**config.mk**
```make
export PLATFORM = sky130hd
export DESIGN_NAME = pipe_unpack
export DESIGN_NICKNAME = d
export VERILOG_FILES = /design/src/rtl/pipe_unpack.sv
export SDC_FILE = /design/constraint.sdc
export NUM_CORES = 1
export LEC_CHECK = 0
export BUFFER_PORTS_ARGS = -buffer_cell sky130_fd_sc_hd__buf_2
export CORE_MARGIN = 2
export CORE_UTILIZATION = 53
export DETAILED_ROUTE_END_ITERATION = 6
export PLACE_DENSITY = 0.81
export SYNTH_ARGS = -nofsm -noshare
export SYNTH_HDL_FRONTEND = slang
export SYNTH_SLANG_ARGS = --single-unit
```
**constraint.sdc**
```tcl
create_clock -name clk -period 2.88 [get_ports clk]
set_clock_uncertainty 0.15 [all_clocks]
set_input_delay 0.72 -clock clk [delete_from_list [all_inputs] [get_ports clk]]
set_output_delay 0.72 -clock clk [all_outputs]
set_load 0.005 [all_outputs]
```
**src/rtl/pipe_unpack.sv**
```systemverilog
// -----------------------------------------------------------------------------
// pipe_unpack
//
// Ready/valid stream width down-converter. One IN_WIDTH word is accepted per
// upstream handshake and replayed as (len+1) OUT_WIDTH beats on the downstream
// ready/valid interface. Short words end early: no padding beats are emitted.
//
// Ports
//   clk        in   1          rising-edge clock
//   rst        in   1          asynchronous, active-low reset
//   valid_in   in   1          upstream word valid
//   data_in    in   IN_WIDTH   upstream word
//   len_in     in   CNT_W      beats minus one for this word (clamped to RATIO-1)
//   ready_out  out  1          upstream ready (combinational, zero-bubble reload)
//   valid_out  out  1          downstream beat valid
//   data_out   out  OUT_WIDTH  current beat
//   last_out   out  1          final beat of the current word
//   ready_in   in   1          downstream ready
//
// Build option
//   PIPE_UNPACK_MSB_FIRST_EN : when defined, beat k carries slice RATIO-1-k
//                              (most-significant slice first). Handshake and
//                              timing are unchanged. Default is LSB slice first.
// -----------------------------------------------------------------------------
module pipe_unpack #(
    parameter  int IN_WIDTH  = 256,
    parameter  int OUT_WIDTH = 64,
    localparam int RATIO     = IN_WIDTH / OUT_WIDTH,
    localparam int CNT_W     = (RATIO > 1) ? $clog2(RATIO) : 1
) (
    input  logic                 clk,
    input  logic                 rst,
    input  logic                 valid_in,
    input  logic [IN_WIDTH-1:0]  data_in,
    input  logic [CNT_W-1:0]     len_in,
    output logic                 ready_out,
    output logic                 valid_out,
    output logic [OUT_WIDTH-1:0] data_out,
    output logic                 last_out,
    input  logic                 ready_in
);

    localparam logic [CNT_W-1:0] MAX_LEN = CNT_W'(RATIO - 1);

    // The state register doubles as the "word held" valid flag.
    typedef enum logic {
        EMPTY = 1'b0,
        SEND  = 1'b1
    } state_t;

    state_t                r_state;
    state_t                w_state_nxt;
    logic [IN_WIDTH-1:0]   r_word;
    logic [CNT_W-1:0]      r_len;
    logic [CNT_W-1:0]      r_idx;

    logic                  w_valid;
    logic                  w_last;
    logic                  w_load;
    logic                  w_adv;
    logic [CNT_W-1:0]      w_len_clamp;
    logic [CNT_W-1:0]      w_sel;
    logic [OUT_WIDTH-1:0]  w_data;

    assign w_valid = (r_state == SEND);
    assign w_last  = w_valid & (r_idx == r_len);

    // Compare one bit wider so the check stays meaningful when RATIO is a
    // power of two (every len_in is then legal and the clamp never fires).
    assign w_len_clamp = ({1'b0, len_in} > {1'b0, MAX_LEN}) ? MAX_LEN : len_in;

    // Next-state / load control
    always_comb begin
        w_state_nxt = r_state;
        w_load      = 1'b0;
        w_adv       = 1'b0;
        case (r_state)
            EMPTY: begin
                if (valid_in) begin
                    w_load      = 1'b1;
                    w_state_nxt = SEND;
                end
            end
            SEND: begin
                if (ready_in) begin
                    if (w_last) begin
                        // Last beat leaves this cycle: reload in place if a
                        // new word is waiting, otherwise fall back to EMPTY.
                        if (valid_in) begin
                            w_load = 1'b1;
                        end else begin
                            w_state_nxt = EMPTY;
                        end
                    end else begin
                        w_adv = 1'b1;
                    end
                end
            end
            default: begin
                w_state_nxt = EMPTY;
            end
        endcase
    end

    // State and word registers
    always_ff @(posedge clk or negedge rst) begin
        if (!rst) begin
            r_state <= EMPTY;
            r_word  <= '0;
            r_len   <= '0;
            r_idx   <= '0;
        end else begin
            r_state <= w_state_nxt;
            if (w_load) begin
                r_word <= data_in;
                r_len  <= w_len_clamp;
                r_idx  <= '0;
            end else if (w_adv) begin
                r_idx  <= r_idx + CNT_W'(1);
            end
        end
    end

    // Beat slice selection
`ifdef PIPE_UNPACK_MSB_FIRST_EN
    assign w_sel = MAX_LEN - r_idx;
`else
    assign w_sel = r_idx;
`endif

    always_comb begin
        w_data = '0;
        for (int k = 0; k < RATIO; k++) begin
            if (w_sel == CNT_W'(k)) begin
                w_data = r_word[k*OUT_WIDTH +: OUT_WIDTH];
            end
        end
    end

    assign data_out  = w_data;
    assign valid_out = w_valid;
    assign last_out  = w_last;
    assign ready_out = ~w_valid | (ready_in & w_last);

endmodule
```
==> flow_summary_export.csv, run 1 <==
group,metric,value,unit
run_status,status,"finished, violations left",
run_status,violations,"setup timing",
setup_path,start_kind,"register",
timing,slew-limit-headroom,0.592,
power_and_ir_drop,peakVddDrop,0.000774,V
cts,clk_latency,0.54,ns
setup_path,reg2regPathDepth,8,
timing,grt_setup_unrepaired,"yes",
logic_synthesis,synth_area,12100,um2
floorplan,core,22500,um2
logic_synthesis,synth_cell_types,30,
setup_path,crit_arrival,2.19,ns
final_layout,syn2layout_area_growth,28.5,%
timing,setup_violations,61,
cts,cts_root_buffer,"clkbuf_16",
floorplan,initial_utilization,0.537,
logic_synthesis,netlist.area_leader.share,0.540,
route,drtIter0Drc,484,
floorplan,die_w,155,um
timing,worst_slack,-0.181,ns
setup_path,reg2reg_to,"r_word[178]",
route,wirelength,32900,um
route,firstDrtPassIters,5,
timing,fmax,327,MHz
logic_synthesis,syn-instance-count,1014,
cts,holdBufCountCts,0,
setup_path,path_class,"reg -> out",
logic_synthesis,synth.avg_cell_area,11.9,um2
setup_path,reg2reg_from,"r_idx[0]",
min_path,hold_path.class,"in -> async",
final_layout,nets,1619,
logic_synthesis,synth-seq-cells,261,
final_layout,utilization,0.691,
cts,clockBufferDepth,3,
placed_design,hpwl,20900,um
setup_path,crit_path_max_incr_delay,0.40,ns
floorplan,fp-row-count,55,
timing,worst_pin_slew,0.612,ns
placed_design,place_congestion,0.846,
logic_synthesis,syn-num-nets,1280,
route,detail_route.wl_per_cell,19.8,um
timing,final-max-slew-violation-count,0,
timing,min_period_over_period,1.06,
final_layout,fillers,1636,
setup_path,cp.required,2.01,ns
global_routing,grt_max_degree,75,
cts,cts_buffers,28,
global_routing,grt_pass1_vias,9899,
setup_path,r2r_slack,0.38,ns
timing,fin_tns_setup,-4.92,ns
cts,cts_tree,"done",
power_and_ir_drop,p_leak,7.11,nW
cts,clock_sinks,261,
power_and_ir_drop,powerDensity,1250,nW/um2
placed_design,io_buffer_count,328,
global_routing,grt_pass1_wl,50800,um
logic_synthesis,synth_area_leaders,"dfrtp_1 (54%), mux2_2 (22%), o21ai_0 (8.1%)",
setup_path,crit_fanout,6,
floorplan,dieArea,24000,um2
global_routing,track_usage,0.264,
route,vias_per_cell,5.64,
floorplan,num_io_pins,329,
timing,hold_viol,0,
logic_synthesis,yosys.area.top_type,"dfrtp_1",
final_layout,seqCellArea,6530,um2
cts,h-tree-depth,1,
logic_synthesis,yosysWarnings,0,
global_routing,grt-ovfl-total,0,
global_routing,antenna_found_initial,3,
setup_path,worst_setup_path_end_kind,"output pin",
timing,layout_min_cycle_time,3.06,ns
job,maxCapViolCount,0,
route,vias,9368,
route,drc,0,
floorplan,die_y,155,um
logic_synthesis,yosysSeqAreaShare,0.540,
setup_path,cp_cell_sequence,"buf_6 > ha_4 > buf_12 > clkbuf_16 > buf_6 > a21oi_4 > o21ai_2 > o21ai_1 > o21ai_1 > buf_2",
final_layout,drive_gt1_frac,0.520,
route,postRouteAntennaNets,0,
cts,cts.clk_slew.worst_paths,0.06,ns
final_layout,multiInputGateArea,5120,um2
setup_path,slowest_stage,"dfrtp_1",
-- what timing repair did --
action | CTS | global route
endpoints found under the setup margin | 65 | 65
pin swaps | 7 | 13
buffers inserted | 10 | 8
gates resized for setup | 148 | 93
hold endpoints to repair | 0 | 0
gates cloned | 6 | 3
-- synth_stat cells (all sizes together) --
library cell and instances:
nand4 1, nand3 4, buf 37, xnor2 1, o21a 1, o21ai 196, inv 5, nor3 1
mux2 256, a2bb2oi 1, xor2 2, clkbuf 39, o32ai 1, ha 4, a31oi 1, nand2 132
a21oi 66, a211oi 1, clkinv 1, o211ai 1, dfrtp 261, nor2 2
-- metal layers --
layer  global-route usage  share of wire  up-vias
met3               0.0465          0.053       99
met4                0.105          0.042        0
li1                     -              -     4251
met2                0.467           0.51      328
met5                    0              0        -
met1                0.322           0.40     4690
-- worst max path at each step --
stage / from / to / slack [ns] / cells after the start
floorplan: r_idx[1] / data_out[56] / 0.20 / 9
global placement: r_idx[0] / data_out[36] / 0.31 / 7
detailed placement: r_idx[0] / data_out[5] / 0.16 / 8
CTS: r_idx[0] / data_out[62] / -0.18 / 10
global route: r_idx[0] / data_out[59] / -0.27 / 10
finish: r_idx[0] / data_out[59] / -0.18 / 10
-- cell usage in the layout (no fill, tap or decap), drive strengths merged, types with 2 or more instances in the layout --
master,synthesis,routed
clkinv,1,6
nand2,132,132
nor2,2,2
ha,4,4
diode,0,3
dfrtp,261,261
nand3,4,4
buf,37,382
mux2,256,256
a21oi,66,66
o21ai,196,196
clkbuf,39,46
xor2,2,2
inv,5,6
-- logic make-up after synthesis --
logic type | Yosys count | share of synthesized area
compound gates | 268 | 0.114
xor+xnor | 3 | 0.00280
fa+ha+maj | 4 | 0.00414
buf+inv | 82 | 0.0564
flops | 261 | 0.540
mux | 256 | 0.238
simple gates | 140 | 0.0444
-- through the flow --
step                std cells  setup WS, ns  hold WS, ns  instance area [um2]  total power (W)
floorplan                1014         0.199        0.274                12100           0.0119
global placement         1582         0.309        0.324                13900           0.0138
detailed placement       1582         0.163        0.332                13900           0.0142
CTS                      1649        -0.182       0.0245                15400           0.0190
global route             1662        -0.273       0.0267                15500           0.0207
finish                   1662        -0.181      0.00477                15500           0.0194
-- layout make-up --
type	instances	share of cell area
multi-input cells	671	0.330
clock inverters	8	0.00435
flip-flops and latches	261	0.420
diodes	3	0.000483
inverters	6	0.00177
repair buffers	385	0.163
clock buffers	43	0.0572
well taps	285	0.0229
-- flip-flops by register name, summed over array words and instances, names as in the netlist --
| register | cells |
|---|---|
| r_idx | 2 |
| valid_out | 1 |
| r_word | 256 |
| r_len | 2 |
-- critical path, delay by kind of cell (launching register included) --
family                     cells  cell delay, ns
AOI/OAI and AO/OA              4            0.33
adders and majority gates      1            0.20
buffers and inverters          5            0.73
DFF                            1            0.40
-- power breakdown --
group	switching, W	internal, W
Sequential	0.00107	0.00560
Clock	0.00146	0.00220
Combinational	0.00425	0.00481
Note: power is estimated with default switching activity, not from simulation.
==> run 2, diff against run 1 <==
--- a/config.mk
+++ b/config.mk
@@ -9,7 +9,7 @@
 export CORE_MARGIN = 2
 export CORE_UTILIZATION = 53
 export DETAILED_ROUTE_END_ITERATION = 6
-export PLACE_DENSITY = 0.81
+export PLACE_DENSITY = 0.89
 export SYNTH_ARGS = -nofsm -noshare
 export SYNTH_HDL_FRONTEND = slang
 export SYNTH_SLANG_ARGS = --single-unit
==> flow_summary_export.csv, run 2 (synthesized netlist as in run 1, its figures left out) <==
group,metric,value,unit
run_status,status,"finished, violations left",
run_status,violations,"hold timing, setup timing",
setup_path,reg2reg_to,"r_word[106]",
route,detail_route.wl_per_cell,21.9,um
setup_path,cp.required,2.01,ns
timing,layout_min_cycle_time,3.12,ns
final_layout,syn2layout_area_growth,32.8,%
floorplan,die_w,155,um
final_layout,fin_area,16000,um2
min_path,hold_path.class,"in -> async",
job,maxCapViolCount,0,
global_routing,grt_pass1_vias,9858,
final_layout,final_common_cell,"buf_2",
setup_path,r2r_slack,0.36,ns
placed_design,hpwl,21200,um
timing,min_period_over_period,1.08,
floorplan,core,22500,um2
timing,hold_viol,9,
global_routing,grt_pass1_wl,50700,um
route,vias_per_cell,5.80,
timing,worst_slack,-0.238,ns
final_layout,final_cell_mix,"buf_2 (327), dfrtp_1 (259), mux2_2 (235)",
cts,cts_root_buffer,"clkbuf_16",
global_routing,grt_max_degree,73,
timing,fin_hold_ws,-0.0132,ns
cts,clock_sinks,261,
cts,cts_tree,"done",
timing,final-max-slew-violation-count,0,
route,wirelength,36500,um
global_routing,use_met2,0.457,
power_and_ir_drop,powerDensity,1290,nW/um2
cts,h-tree-depth,1,
final_layout,instances_no_fill,1668,
final_layout,seqCellArea,6530,um2
power_and_ir_drop,peakVddDrop,0.000745,V
global_routing,antenna_found_initial,6,
final_layout,regMostFlops,"r_word",
timing,slew-limit-headroom,0.641,
route,drtIter0Drc,582,
floorplan,die_y,155,um
timing,worst_pin_slew,0.539,ns
floorplan,num_io_pins,329,
setup_path,path_class,"reg -> out",
setup_path,worst_setup_path_end_kind,"output pin",
route,vias,9671,
cts,holdBufCountCts,0,
timing,grt_setup_unrepaired,"yes",
setup_path,start_kind,"register",
power_and_ir_drop,p_leak,7.25,nW
route,drc,0,
final_layout,nets,1628,
route,firstDrtPassIters,6,
final_layout,largest_reg_flops,256,
global_routing,grt-ovfl-total,0,
cts,clockBufferDepth,3,
floorplan,fp-row-count,55,
placed_design,dp_cells,1582,
placed_design,io_buffer_count,328,
final_layout,multiInputGateArea,5440,um2
final_layout,top_regs,"r_word: 256 flops, r_idx: 2 flops, r_len: 2 flops",
setup_path,crit_fanout,6,
placed_design,place_area,13900,um2
setup_path,reg2regPathDepth,7,
cts,clk_latency,0.54,ns
final_layout,utilization,0.713,
cts,cts.clk_slew.worst_paths,0.06,ns
placed_design,place_congestion,0.855,
timing,fmax,321,MHz
floorplan,dieArea,24000,um2
route,postRouteAntennaNets,0,
global_routing,use_met1,0.324,
setup_path,crit_arrival,2.25,ns
final_layout,drive_gt1_frac,0.564,
global_routing,met3_usage,0.0524,
global_routing,grt-busiest-layer,"met2",
setup_path,reg2reg_from,"r_idx[0]",
timing,setup_violations,64,
final_layout,fillers,1466,
floorplan,initial_utilization,0.537,
cts,cts_buffers,29,
global_routing,track_usage,0.265,
## run 2: cell types whose count changed in the layout (fill, tap and decap cells not counted), moves of 3 or more
cell       change
clkbuf_16      +6
a21oi_4       +14
o21ai_0       -18
buf_4          -4
a21oi_2       +17
buf_6          +4
o21ai_2       +21
clkinv_2       -3
o21ai_1        -5
a21oi_1       -31
## run 2: per-stage QoR
step	setup WS, ns	setup TNS [ns]	hold slack (ns)	total power (W)
6_report	-0.238	-9.20	-0.0132	0.0207
5_1_grt	-0.322	-14.37	0.0199	0.0218
4_1_cts	-0.186	-7.32	0.00286	0.0188
3_5_place_dp	0.177	0	0.331	0.0143
3_3_place_gp	0.225	0	0.324	0.0138
2_1_floorplan	0.199	0	0.274	0.0119
## run 2: routing by layer
| metal | routed length, um | vias up |
|---|---|---|
| li1 | - | 4264 |
| met5 | 13 | - |
| met1 | 14300 | 4868 |
| met4 | 1530 | 2 |
| met2 | 18100 | 438 |
| met3 | 2510 | 99 |
## run 2: cell type report
cell class / instances / share of cell area
inverter: 6 / 0.00172
tap: 285 / 0.0222
clock buffer: 39 / 0.0532
sequential: 261 / 0.407
antenna: 5 / 0.000780
multi-input combinational: 671 / 0.339
clock inverter: 8 / 0.00608
timing repair buffer: 393 / 0.170
## run 2: worst max-delay path by stage
stage / startpoint / endpoint / slack [ns]
3_3_place_gp: r_idx[1] / data_out[59] / 0.23
5_1_grt: r_idx[0] / data_out[63] / -0.32
2_1_floorplan: r_idx[1] / data_out[56] / 0.20
6_report: r_idx[0] / data_out[63] / -0.24
3_5_place_dp: r_idx[1] / data_out[4] / 0.18
4_1_cts: r_idx[0] / data_out[54] / -0.19
## run 2: worst max-delay path: stages, from the launching register on
cell       delay [ns]
dfrtp_2          0.44
buf_6            0.14
ha_4             0.20
clkbuf_16        0.18
clkbuf_16        0.17
a21oi_1          0.12
o21ai_1          0.08
o21ai_1          0.13
o21ai_1          0.10
buf_2            0.14
## run 2: power breakdown
group / total [W] / switching (W) / internal, W
combinational: 0.0102 / 0.00487 / 0.00532
sequential: 0.00684 / 0.00124 / 0.00560
clock: 0.00368 / 0.00146 / 0.00222
total: 0.0207 / 0.00757 / 0.0131
## run 2: timing repair
| action | CTS | global route |
|---|---|---|
| pin swaps | 2 | 26 |
| gates cloned | 4 | 18 |
| gates resized for setup | 160 | 167 |
| setup buffers | 4 | 8 |
| setup endpoints to repair | 64 | 64 |
==> run 3, diff against run 2 <==
--- a/config.mk
+++ b/config.mk
@@ -9,6 +9,7 @@
 export CORE_MARGIN = 2
 export CORE_UTILIZATION = 53
 export DETAILED_ROUTE_END_ITERATION = 6
+export GPL_TIMING_DRIVEN = 0
 export PLACE_DENSITY = 0.89
 export SYNTH_ARGS = -nofsm -noshare
 export SYNTH_HDL_FRONTEND = slang
==> flow_summary_export.csv, run 3 (synthesized netlist as in run 1, its figures left out) <==
group,metric,value,unit
run_status,status,"finished, violations left",
run_status,violations,"setup timing",
cts,cts_buffers,27,
placed_design,hpwl,24400,um
floorplan,num_io_pins,329,
setup_path,crit_arrival,2.24,ns
route,wirelength,36600,um
timing,fin_hold_ws,0.259,ns
placed_design,io_buffer_count,328,
route,postRouteAntennaNets,0,
global_routing,antenna_found_initial,13,
setup_path,path_buf_inv,5,
timing,worst_slack,-0.231,ns
power_and_ir_drop,finalPower,0.0206,W
timing,final-max-slew-violation-count,0,
final_layout,drive_gt1_frac,0.555,
cts,h-tree-depth,1,
route,vias_per_cell,5.78,
cts,cts.clk_slew.worst_paths,0.06,ns
global_routing,grt-ovfl-total,0,
placed_design,place_congestion,0.839,
timing,worst_pin_slew,0.663,ns
global_routing,grt_pass1_wl,55700,um
global_routing,grt_pass1_vias,10400,
power_and_ir_drop,p_leak,7.37,nW
floorplan,core,22500,um2
floorplan,die_w,155,um
route,firstDrtPassIters,5,
cts,clk_latency,0.53,ns
setup_path,cp_cell_sequence,"inv_4 > ha_4 > clkbuf_16 > buf_12 > buf_12 > a21oi_4 > o21ai_2 > o21ai_2 > o21ai_1 > buf_2",
min_path,hold_path.class,"in -> reg",
route,drc,0,
cts,cts_root_buffer,"clkbuf_16",
timing,setup_violations,64,
floorplan,die_y,155,um
timing,slew-limit-headroom,0.558,
route,drtIter0Drc,740,
cts,clock_sinks,261,
final_layout,instances_no_fill,1709,
global_routing,track_usage,0.295,
final_layout,regMostFlops,"r_word",
timing,fmax,321,MHz
setup_path,crit_path_max_incr_delay,0.44,ns
setup_path,path_class,"reg -> out",
power_and_ir_drop,powerDensity,1280,nW/um2
setup_path,cp.required,2.01,ns
job,maxCapViolCount,0,
timing,grt_setup_unrepaired,"yes",
floorplan,fp-row-count,55,
setup_path,worst_setup_path_end_kind,"output pin",
floorplan,initial_utilization,0.537,
cts,cts_tree,"done",
timing,min_period_over_period,1.08,
route,vias,9883,
power_and_ir_drop,peakVddDrop,0.000747,V
floorplan,dieArea,24000,um2
cts,clockBufferDepth,3,
route,detail_route.wl_per_cell,21.4,um
final_layout,nets,1656,
final_layout,final_cell_mix,"buf_2 (330), dfrtp_1 (259), mux2_2 (235)",
final_layout,final_common_cell,"buf_2",
setup_path,crit_fanout,6,
final_layout,top_regs,"r_word: 256 flops, r_idx: 2 flops, r_len: 2 flops",
final_layout,largest_reg_flops,256,
timing,hold_viol,0,
setup_path,start_kind,"register",
placed_design,dp_cells,1629,
timing,layout_min_cycle_time,3.11,ns
setup_path,slowest_stage,"dfrtp_2",
setup_path,cp_top_family,"buffers and inverters",
global_routing,grt_max_degree,127,
final_layout,syn2layout_area_growth,33.4,%
run 3: cell count changes in the layout (fill, tap and decap cells not counted), moves of 10 or more:
cell	previous run	this run
o21ai_2	35	18
a21oi_4	18	4
buf_8	3	17
o21ai_1	150	163
clkbuf_2	0	11
a21oi_2	32	42
run 3: final timing paths:
path,from,end,slack [ns],depth (start not counted)
setup / recovery,r_idx[1],data_out[54],-0.23,10
hold / removal,data_in[253],r_word[253],0.26,2
setup reg to reg,r_idx[0],r_word[195],0.51,7
hold reg to reg,r_word[3],r_word[3],0.35,1
max in group asynchronous,rst,r_idx[1],1.20,3
min in group asynchronous,rst,r_word[114],0.47,2
run 3: where the power goes:
group	leakage, nW	total (W)	switching, W	internal, W
clock	0.466	0.00370	0.00145	0.00226
sequential	3.08	0.00680	0.00120	0.00560
combinational	3.83	0.0101	0.00475	0.00536
total	7.37	0.0206	0.00741	0.0132
run 3: cell type report:
type                       count  area (um2)
tap                          285         357
timing repair buffer         349        1980
inverter                       6        32.5
fill                        1476        6380
clock buffer                  40         795
clock inverter                 9         145
antenna                       14        35.0
sequential                   261        6530
multi-input combinational    671        5240
buffer                        74        1010
run 3: routing by layer:
layer	global-route usage	wire, um	vias up
met5	0	0	-
met4	0.148	1880	0
met3	0.0560	2530	131
met2	0.489	18000	470
li1	-	-	4349
met1	0.372	14200	4933
run 3: worst register-to-register path: cells and delay by family (launching register included):
family / cells / cell delay [ns]
AND/OR/NAND/NOR: 1 / 0.10
multiplexers: 1 / 0.34
flip-flops: 1 / 0.46
buffers and inverters: 3 / 0.62
AO/OA/AOI/OAI: 1 / 0.31
XOR/XNOR: 1 / 0.28
run 3: what timing repair did:
| action | CTS | global route |
|---|---|---|
| hold buffers | 1 | 0 |
| pin swaps | 5 | 17 |
| resized for setup | 223 | 192 |
| endpoints found under the hold margin | 18 | 0 |
| gates cloned | 7 | 1 |
| buffers inserted | 10 | 0 |
| endpoints found under the setup margin | 64 | 65 |
run 3: metrics by stage:
step	TNS [ns]	util	setup slack [ns]	area (um2)
floorplan	0	-	0.199	12100
global placement	-973.86	0.626	-3.64	14100
detailed placement	-35.36	0.629	-0.789	14200
CTS	-10.99	0.701	-0.226	15800
global route	-14.83	0.716	-0.312	16100
finish	-9.29	0.716	-0.231	16100
